`src/rtl/sweep_pkg.sv`:
```
// rtl/sweep_pkg.sv - shared state, kind codes and default widths for the attractor sweep controller
package sweep_pkg;

   localparam int X_W_DEF       = 8;
   localparam int MAX_STEPS_DEF = 64;
   localparam int CLR_CYC_DEF   = 2;
   localparam int STEP_W        = 7;

   typedef enum logic [2:0] {
      IDLE,
      CLR,
      RUN,
      REPORT,
      DONE
   } sweep_state_t;

   localparam logic [1:0] KIND_FIX = 2'b00;
   localparam logic [1:0] KIND_CYC = 2'b01;
   localparam logic [1:0] KIND_TMO = 2'b10;

endpackage

```
`src/rtl/step_timer.sv`:
```
// rtl/step_timer.sv - loadable saturating up-counter with terminal-count flag
module step_timer
#(
   parameter int W = 7
)
(
   input  logic         clk,
   input  logic         n_reset,
   input  logic         i_load,
   input  logic [W-1:0] i_load_val,
   input  logic         i_en,
   input  logic [W-1:0] i_term,
   output logic [W-1:0] o_count,
   output logic         o_term
);

   logic [W-1:0] r_count;

   always_ff @(posedge clk or negedge n_reset) begin
      if (!n_reset) begin
         r_count <= '0;
      end else if (i_load) begin
         r_count <= i_load_val;
      end else if (i_en && (r_count != {W{1'b1}})) begin
         r_count <= r_count + 1'b1;
      end
   end

   assign o_count = r_count;
   assign o_term  = (r_count == i_term);

endmodule

```
`src/rtl/attractor_sweep_ctrl.sv`:
```
// rtl/attractor_sweep_ctrl.sv - sweeps every initial state through the network and reports each outcome
// Define ATTR_SNAPSHOT_EN to add rec_attr, the network state captured in the outcome cycle.
module attractor_sweep_ctrl
   import sweep_pkg::*;
#(
   parameter int X_W       = X_W_DEF,
   parameter int MAX_STEPS = MAX_STEPS_DEF,
   parameter int CLR_CYC   = CLR_CYC_DEF
)
(
   input  logic              clk,
   input  logic              n_reset,
   input  logic              start,
   input  logic              abort,
   input  logic [X_W-1:0]    first_x,
   input  logic [X_W-1:0]    last_x,
   input  logic              fix,
   input  logic              cycle,
   input  logic [X_W-1:0]    x_out,
   output logic [X_W-1:0]    x_in,
   output logic              net_n_reset,
   output logic              busy,
   output logic              done,
   output logic              rec_valid,
   input  logic              rec_ready,
   output logic [X_W-1:0]    rec_x,
   output logic [1:0]        rec_kind,
   output logic [STEP_W-1:0] rec_steps,
   output logic [X_W:0]      fix_cnt,
   output logic [X_W:0]      cyc_cnt,
   output logic [X_W:0]      tmo_cnt
`ifdef ATTR_SNAPSHOT_EN
   ,
   output logic [X_W-1:0]    rec_attr
`endif
);

   localparam logic [STEP_W-1:0] CLR_TERM = STEP_W'(CLR_CYC - 1);
   localparam logic [STEP_W-1:0] RUN_TERM = STEP_W'(MAX_STEPS - 1);

   sweep_state_t      r_state;
   sweep_state_t      w_next_state;
   logic [X_W-1:0]    r_x_in;
   logic [X_W-1:0]    r_last_x;
   logic              r_net_n_reset;
   logic              r_busy;
   logic              r_rec_valid;
   logic [X_W-1:0]    r_rec_x;
   logic [1:0]        r_rec_kind;
   logic [STEP_W-1:0] r_rec_steps;
   logic [X_W:0]      r_fix_cnt;
   logic [X_W:0]      r_cyc_cnt;
   logic [X_W:0]      r_tmo_cnt;

   logic              w_tmr_load;
   logic              w_tmr_en;
   logic              w_tmr_term;
   logic [STEP_W-1:0] w_tmr_term_val;
   logic [STEP_W-1:0] w_step;
   logic              w_outcome;
   logic              w_handshake;
   logic              w_last;
   logic [1:0]        w_kind;

   step_timer #(.W(STEP_W)) u_timer (
      .clk        (clk),
      .n_reset    (n_reset),
      .i_load     (w_tmr_load),
      .i_load_val ({STEP_W{1'b0}}),
      .i_en       (w_tmr_en),
      .i_term     (w_tmr_term_val),
      .o_count    (w_step),
      .o_term     (w_tmr_term)
   );

   // In RUN the terminal flag is the timeout; a detection in that same cycle still wins via w_kind.
   assign w_outcome   = fix || cycle || w_tmr_term;
   assign w_handshake = r_rec_valid && rec_ready;
   assign w_last      = (r_x_in == r_last_x);
   assign w_kind      = fix ? KIND_FIX : (cycle ? KIND_CYC : KIND_TMO);

   always_ff @(posedge clk or negedge n_reset) begin
      if (!n_reset) begin
         r_state <= IDLE;
      end else begin
         r_state <= w_next_state;
      end
   end

   always_comb begin
      w_next_state   = r_state;
      w_tmr_load     = 1'b0;
      w_tmr_en       = 1'b0;
      w_tmr_term_val = (r_state == RUN) ? RUN_TERM : CLR_TERM;
      if (abort) begin
         w_next_state = IDLE;
      end else begin
         case (r_state)
            IDLE: begin
               if (start) begin
                  w_next_state = CLR;
                  w_tmr_load   = 1'b1;
               end
            end
            CLR: begin
               w_tmr_en = 1'b1;
               if (w_tmr_term) begin
                  w_next_state = RUN;
                  w_tmr_load   = 1'b1;
               end
            end
            RUN: begin
               w_tmr_en = 1'b1;
               if (w_outcome) begin
                  w_next_state = REPORT;
               end
            end
            REPORT: begin
               if (w_handshake) begin
                  if (w_last) begin
                     w_next_state = DONE;
                  end else begin
                     w_next_state = CLR;
                     w_tmr_load   = 1'b1;
                  end
               end
            end
            DONE:    w_next_state = IDLE;
            default: w_next_state = IDLE;
         endcase
      end
   end

   always_ff @(posedge clk or negedge n_reset) begin
      if (!n_reset) begin
         r_x_in        <= '0;
         r_last_x      <= '0;
         r_net_n_reset <= 1'b0;
         r_busy        <= 1'b0;
         r_rec_valid   <= 1'b0;
         r_rec_x       <= '0;
         r_rec_kind    <= '0;
         r_rec_steps   <= '0;
         r_fix_cnt     <= '0;
         r_cyc_cnt     <= '0;
         r_tmo_cnt     <= '0;
      end else if (abort) begin
         r_rec_valid   <= 1'b0;
         r_net_n_reset <= 1'b0;
         r_busy        <= 1'b0;
      end else begin
         case (r_state)
            IDLE: begin
               if (start) begin
                  r_x_in    <= first_x;
                  r_last_x  <= last_x;
                  r_fix_cnt <= '0;
                  r_cyc_cnt <= '0;
                  r_tmo_cnt <= '0;
                  r_busy    <= 1'b1;
               end
            end
            CLR: begin
               if (w_tmr_term) begin
                  r_net_n_reset <= 1'b1;
               end
            end
            RUN: begin
               if (w_outcome) begin
                  r_rec_x       <= r_x_in;
                  r_rec_kind    <= w_kind;
                  r_rec_steps   <= w_step;
                  r_rec_valid   <= 1'b1;
                  r_net_n_reset <= 1'b0;
                  case (w_kind)
                     KIND_FIX: r_fix_cnt <= r_fix_cnt + 1'b1;
                     KIND_CYC: r_cyc_cnt <= r_cyc_cnt + 1'b1;
                     default:  r_tmo_cnt <= r_tmo_cnt + 1'b1;
                  endcase
               end
            end
            REPORT: begin
               if (w_handshake) begin
                  r_rec_valid <= 1'b0;
                  if (!w_last) begin
                     r_x_in <= r_x_in + 1'b1;
                  end
               end
            end
            DONE:    r_busy <= 1'b0;
            default: ;
         endcase
      end
   end

`ifdef ATTR_SNAPSHOT_EN
   logic [X_W-1:0] r_rec_attr;

   always_ff @(posedge clk or negedge n_reset) begin
      if (!n_reset) begin
         r_rec_attr <= '0;
      end else if (!abort && (r_state == RUN) && w_outcome) begin
         r_rec_attr <= x_out;
      end
   end

   assign rec_attr = r_rec_attr;
`else
   logic w_unused_x_out;
   assign w_unused_x_out = ^x_out;
`endif

   assign x_in        = r_x_in;
   assign net_n_reset = r_net_n_reset;
   assign busy        = r_busy;
   assign done        = (r_state == DONE);
   assign rec_valid   = r_rec_valid;
   assign rec_x       = r_rec_x;
   assign rec_kind    = r_rec_kind;
   assign rec_steps   = r_rec_steps;
   assign fix_cnt     = r_fix_cnt;
   assign cyc_cnt     = r_cyc_cnt;
   assign tmo_cnt     = r_tmo_cnt;

endmodule
```
`config.mk`:
```
export PLATFORM = sky130hd
export DESIGN_NAME = attractor_sweep_ctrl
export DESIGN_NICKNAME = d
export VERILOG_FILES = /design/src/rtl/sweep_pkg.sv /design/src/rtl/step_timer.sv /design/src/rtl/attractor_sweep_ctrl.sv
export SDC_FILE = /design/constraint.sdc
export NUM_CORES = 1
export LEC_CHECK = 0
export BUFFER_PORTS_ARGS = -buffer_cell sky130_fd_sc_hd__buf_2
export CORE_UTILIZATION = 40
export CTS_CLUSTER_DIAMETER = 100
export DETAILED_ROUTE_END_ITERATION = 10
export GPL_ROUTABILITY_DRIVEN = 0
export MAX_ROUTING_LAYER = met4
export PLACE_DENSITY_LB_ADDON = 0.05
export SLEW_MARGIN = 20
export SYNTH_ARGS = -nofsm -noshare
export SYNTH_HDL_FRONTEND = slang
export SYNTH_HIERARCHICAL = 1
export SYNTH_SLANG_ARGS = --single-unit
```
`constraint.sdc`:
```
create_clock -name clk -period 4.7 [get_ports clk]
set_clock_uncertainty 0.2 [all_clocks]
set_input_delay 0.47 -clock clk [delete_from_list [all_inputs] [get_ports clk]]
set_output_delay 0.47 -clock clk [all_outputs]
set_load 0.02 [all_outputs]
```
==> results.yml, run 1 <==
setup_path:
  cp.arrival_ns: 3.86
  critPathRequiredTime_ns: 4.76
  start_kind: "flop"
  endpoint_kind: "flop"
  critical_path_buf_inv_count: 3
  reg2reg_depth: 12
  path_max_fanout: 13
  path_class: "flop to flop"
  cp.depth: 12
  crit_slowest_cell: "a2111oi_4"
  crit_chain: "inv_1 > nand2b_1 > inv_2 > xnor2_1 > nand4_1 > nor4_1 > buf_4 > or3b_1 > a2111oi_4 > nand4_2 > or3_1 > a21oi_1"
  cp_slowest_stage_delay_ns: 0.64
  path_delay_family: "simple AND/OR/NAND/NOR gates"
sta:
  drv_slew: 0
  layout_worst_path_cycle_share_pct: 80.7
  max_clock_freq_mhz: 264
  finalSetupTns_ns: 0
  hold_viol: 0
  rsz0062_at_grt: "no"
  slew_headroom_pct: 37.7
  min_period_ns: 3.79
  setup-violations-final: 0
  worst_pin_slew_ns: 0.935
cts:
  ctsRootBufferMaster: "clkbuf_8"
  cts_buffers: 9
  clkLatencyLatePin_ns: 0.34
  cts_buffer_depth: 2
  hold_buffers: 0
  clkSlewWorstSetupHoldPaths_ns: 0.08
  cts_tree: "built"
  cts.sink_count: 73
  htreeDepth: 3
  post_cts_resized: 0
  post_cts_buffers: 0
floorplan:
  initial_core_util_pct: 41.3
  core_mm2: 0.00924
  rows: 35
  die-area_mm2: 0.00993
  die_w_um: 99.6
  fp.dieH_um: 99.6
  ioPinCount: 87
logic_synthesis:
  synthArstFlopShare_pct: 100
  synth_cell_types: 52
  syn_area_per_cell_um2: 9.65
  synth.cell_area_mm2: 0.00381
  ys_ff_latch: 73
  ys_seq_area_share_pct: 47.9
  synthCells: 395
  yosysWarnings: 6
  synthFlopType: "dfrtp_1"
  synth_edf_count: 0
run_status:
  status: "finished, final reports clean"
pwr:
  p_per_area_mw_per_mm2: 398
  p_leak_nw: 2.20
  irDropWorstVdd_uv: 214
  p_total_w: 0.00181
final_layout:
  drive_above_1_share_pct: 26.3
  final_util_pct: 49.2
  final_cell_mix: "buf_2, dfrtp_1, nand2_1"
  fin_nets: 511
  fillers: 898
  final_common_cell: "buf_2"
  instances_no_fill: 608
  diodes: 0
  area_delta_synth_final_pct: 19.2
  seq_area_mm2: 0.00183
  multi_input_area_mm2: 0.00191
placed_design:
  dpl.hpwl_um: 5940
  place.port_buffers: 78
  dp.cells: 593
worst_hold_path:
  worstHoldPathType: "input port to async pin"
global_route:
  grt_overflow: 0
  grt_util_all_layers_pct: 19.5
  grt_pass1_vias: 2908
  grt_antenna_before_repair: 0
  grt_pass1_wl_um: 14700
  grt_max_degree: 74
job:
  cap_violations: 0
route:
  drc: 0
  vias: 3096
  ant_nets: 0
  wl_per_cell_um: 14.3
  dr.pass1.iters: 4
  vias_per_cell: 5.09
  drt-total-wl_um: 8720
  drt-initial-drc-count: 111
==> report_power, final <==
group,switching [W],internal (W)
combinational,0.000253,0.000196
sequential,0.000127,0.000734
clock,0.000230,0.000270
==> synth_stat cells, types with 3 or more instances <==
library cell	count	share of area, %
a211oi_1	3	0.59
nand2b_1	3	0.49
nand3_1	20	2.6
mux2i_1	6	1.6
and3_1	9	1.5
nor3_1	10	1.3
xor2_1	22	5.1
clkbuf_1	10	0.98
o21ai_0	18	2.4
inv_1	8	0.79
xnor2_1	12	2.8
ha_1	5	1.6
or2_2	5	0.82
and2_1	3	0.49
nor2_1	34	3.3
nand2_1	52	5.1
dfrtp_1	73	48
o21a_1	4	0.79
buf_1	6	0.59
nor3b_1	3	0.59
and4_1	4	0.92
mux2_2	15	4.4
o211ai_1	4	0.79
a221oi_1	3	0.69
a21oi_1	15	2.0
nand4_1	16	2.6
==> logic make-up after synthesis <==
| family | Yosys count | share of synthesized area, % |
|---|---|---|
| buffers and inverters | 28 | 3.08 |
| and+or+nand+nor | 168 | 21.7 |
| xor gates and xnor gates | 34 | 7.81 |
| other | 2 | 0.197 |
| AOI/OAI and AO/OA | 64 | 11.7 |
| DFF | 73 | 47.9 |
| muxes | 21 | 6.00 |
| adders and majority gates | 5 | 1.64 |
==> final cells by class <==
class / instances / area share, %
clock buffer: 12 / 3.41
clock inverter: 3 / 0.881
inverter: 9 / 0.743
multi-input combinational: 301 / 42.1
sequential: 73 / 40.2
tap: 129 / 3.55
timing repair buffer: 81 / 9.14
==> final timing paths <==
kind / startpoint / endpoint / slack [ns]
setup / recovery: r_state[0]$_DFFE_PN0P_ / tmo_cnt[8]$_DFFE_PN0P_ / 0.91
hold / removal: n_reset / fix_cnt[7]$_DFFE_PN0P_ / 0.07
setup reg to reg: r_state[0]$_DFFE_PN0P_ / tmo_cnt[8]$_DFFE_PN0P_ / 0.91
hold reg to reg: r_last_x[4]$_DFFE_PN0P_ / r_last_x[4]$_DFFE_PN0P_ / 0.30
max in group asynchronous: n_reset / rec_steps[2]$_DFFE_PN0P_ / 3.63
min in group clk: last_x[7] / r_last_x[7]$_DFFE_PN0P_ / 0.11
==> sequential cells by signal, summed over array words and instances (netlist names) <==
| register | count |
|---|---|
| tmo_cnt | 9 |
| rec_x | 8 |
| x_in | 8 |
| fix_cnt | 9 |
| r_state | 3 |
| busy | 1 |
| net_n_reset | 1 |
| rec_steps | 7 |
| u_timer/o_count | 7 |
| rec_valid | 1 |
| cyc_cnt | 9 |
| r_last_x | 8 |
| rec_kind | 2 |
==> per-layer routing <==
layer  vias to the layer above  routed length, µm  GRT usage (%)
met1                      1472               4530           27.6
li1                       1540                  -              -
met3                        11                360           3.16
met4                         0                129           7.13
met2                        73               3700           28.3
met5                         -                  0              -
==> stage by stage <==
step           setup slack (ns)  instance area (µm²)  hold WS, ns
6_report                  0.906                 4550       0.0667
5_1_grt                   0.590                 4550        0.109
4_1_cts                   0.908                 4530       0.0891
3_5_place_dp              0.944                 4340        0.288
3_3_place_gp              0.951                 4340        0.283
2_1_floorplan             0.998                 3840      -0.0256
No activity file was read; power rests on OpenSTA's default activity.
==> run 2, diff against run 1 <==
Settings changed: ABC_AREA set to 1.
Clock period 4.7 ns to 3.1 ns, I/O delays scaled along.
==> run 2 against run 1 <==
Via count grew 30%. Routed wire length rose by 18%. Combinational power grew to 3.6 times the previous value. Area after synthesis increased by 13%. Clock power rose by 56%. Total power is 120% higher. Non-clock buffer count up 13. Global-route usage grew 0.80 points. Worst hold slack lost 0.00065 ns. Sequential share of layout area is 4.8 points lower. Critical path depth is 2 higher. Maximum frequency increased by 42%.
==> results.yml, run 2 <==
route:
  drt-initial-drc-count: 236
  vias_per_cell: 4.84
  wl_per_cell_um: 12.4
  wl_met3_um: 365
  drt-total-wl_um: 10300
  dr.pass1.iters: 4
  highest_layer: "met4"
  drc: 0
  wl_met1_um: 5110
  wl_met2_um: 4680
  ant_nets: 0
  vias: 4014
final_layout:
  multi_input_area_mm2: 0.00218
  seq_area_mm2: 0.00183
  fin_nets: 725
  diodes: 0
  final_cell_mix: "nand2_1, buf_2, dfrtp_1"
  fillers: 1082
  instances_no_fill: 830
  drive_above_1_share_pct: 18.3
  final_common_cell: "nand2_1"
  area_delta_synth_final_pct: 20.2
job:
  cap_violations: 0
worst_hold_path:
  holdPathEnd: "x_in[7]$_DFFE_PN0P_"
  worstHoldPathType: "input port to flop"
  hold_depth: 5
  worstHoldStart: "first_x[7]"
sta:
  worst_pin_slew_ns: 0.937
  min_period_ns: 2.67
  hold_viol: 0
  slew_headroom_pct: 37.6
  setup-violations-final: 0
  drv_slew: 0
  max_clock_freq_mhz: 374
  layout_worst_path_cycle_share_pct: 86.2
  finalSetupTns_ns: 0
  rsz0062_at_grt: "no"
cts:
  htreeDepth: 3
  clkLatencyLatePin_ns: 0.36
  cts_buffer_depth: 2
  cts_tree: "built"
  cts.sink_count: 73
  clkSlewWorstSetupHoldPaths_ns: 0.08
  post_cts_resized: 0
  cts_buffers: 9
  ctsRootBufferMaster: "clkbuf_8"
run_status:
  status: "finished, final reports clean"
logic_synthesis:
  synth_top_cells_by_count: "nand2_1, dfrtp_1, nand3_1"
  synth_area_leader_cell: "dfrtp_1"
  synthArstFlopShare_pct: 100
  yosysWarnings: 6
  synth.area.top_cells: "dfrtp_1, nand2_1, nand3_1"
  synthFlopType: "dfrtp_1"
  ys_ff_latch: 73
  synth_cell_types: 36
  synth_top_area_share_pct: 42.6
  synth_edf_count: 0
  synthCells: 592
  synth_most_common_cell: "nand2_1"
  syn_area_per_cell_um2: 7.25
  synth.cell_area_mm2: 0.00429
  ys_seq_area_share_pct: 42.6
placed_design:
  dpl.hpwl_um: 7320
  place.port_buffers: 78
  dp.cells: 804
global_route:
  grt_pass1_vias: 3624
  grt_antenna_before_repair: 0
  grt_max_degree: 74
  grt_pass1_wl_um: 17400
  grt_overflow: 0
  grt_util_all_layers_pct: 20.3
setup_path:
  start_kind: "flop"
  r2r_end: "u_timer/o_count[5]$_DFFE_PN0P_"
  critPathRequiredTime_ns: 3.15
  path_max_fanout: 14
  reg2reg_depth: 14
  path_class: "flop to flop"
  r2r_slack_ns: 0.43
  endpoint_kind: "flop"
  cp.arrival_ns: 2.72
  timing.rr.start: "r_state[0]$_DFFE_PN0P_"
floorplan:
  die-area_mm2: 0.0111
  initial_core_util_pct: 41.4
  rows: 37
  core_mm2: 0.0104
  ioPinCount: 87
  fp.dieH_um: 106
  die_w_um: 106
pwr:
  p_per_area_mw_per_mm2: 759
  p_leak_nw: 2.80
  irDropWorstVdd_uv: 355
-- run 2: how the worst max path moves through the flow --
stage                                      start                              to  slack [ns]  cells after the start
final                     r_state[0]$_DFFE_PN0P_  u_timer/o_count[5]$_DFFE_PN0P_        0.43                     14
after global routing      r_state[0]$_DFFE_PN0P_  u_timer/o_count[5]$_DFFE_PN0P_        0.12                     14
after CTS                 r_state[0]$_DFFE_PN0P_  u_timer/o_count[5]$_DFFE_PN0P_        0.39                     14
after detailed placement  r_state[0]$_DFFE_PN0P_  u_timer/o_count[5]$_DFFE_PN0P_        0.43                     14
after global placement    r_state[0]$_DFFE_PN0P_  u_timer/o_count[5]$_DFFE_PN0P_        0.47                     14
after floorplan           r_state[0]$_DFFE_PN0P_  u_timer/o_count[5]$_DFFE_PN0P_        0.33                     17
-- run 2: cell families after synthesis --
logic type / Yosys count / share of synthesized area [%]
flops: 73 / 42.6
fa+ha+maj: 5 / 1.46
buf+inv: 78 / 7.17
compound gates: 66 / 9.01
other cells: 2 / 0.175
xor+xnor: 18 / 3.67
simple gates: 350 / 35.9
-- run 2: layout make-up --
| cell class | count | share of cell area (%) |
|---|---|---|
| timing repair buffer | 94 | 10.4 |
| clock buffer | 11 | 2.93 |
| clock inverter | 5 | 1.04 |
| multi-input combinational | 448 | 42.3 |
| tap | 136 | 3.30 |
| sequential | 73 | 35.4 |
| inverter | 63 | 4.58 |
-- run 2: critical path, cell delays in order, from the launching register on --
cell	delay, ns
dfrtp_1	0.43
inv_2	0.11
nand3_4	0.07
inv_1	0.24
xnor2_1	0.16
nand4_1	0.11
nor2_1	0.15
inv_1	0.09
o21ai_0	0.16
inv_1	0.06
a21oi_1	0.22
inv_2	0.16
or2_2	0.30
nand2_1	0.07
nor2_1	0.03
-- run 2: layer usage --
metal,up-vias,GRT usage (%)
met2,67,30.4
li1,2081,-
met4,0,7.44
met3,10,3.83
met5,-,-
met1,1856,27.5
-- run 2: through the flow --
stage	setup WS (ns)	utilization (%)	cell area [µm²]	power [W]	hold WS (ns)
2_1_floorplan	0.328	-	4320	0.00266	-0.186
3_3_place_gp	0.469	46.8	4850	0.00312	0.261
3_5_place_dp	0.428	46.8	4850	0.00315	0.264
4_1_cts	0.392	49.8	5160	0.00397	0.0522
5_1_grt	0.124	49.8	5160	0.00425	0.0862
6_report	0.429	49.8	5160	0.00392	0.0660
-- run 2: where the power goes --
group          internal (W)  total [W]  switching [W]
sequential          0.00122    0.00152       0.000301
combinational      0.000569    0.00161        0.00104
clock              0.000413   0.000781       0.000368
-- run 2: what timing repair did --
item,4_1_cts,5_1_grt
setup buffers,0,0
hold buffers,10,0
hold endpoints to repair,82,0
endpoints found under the setup margin,0,0
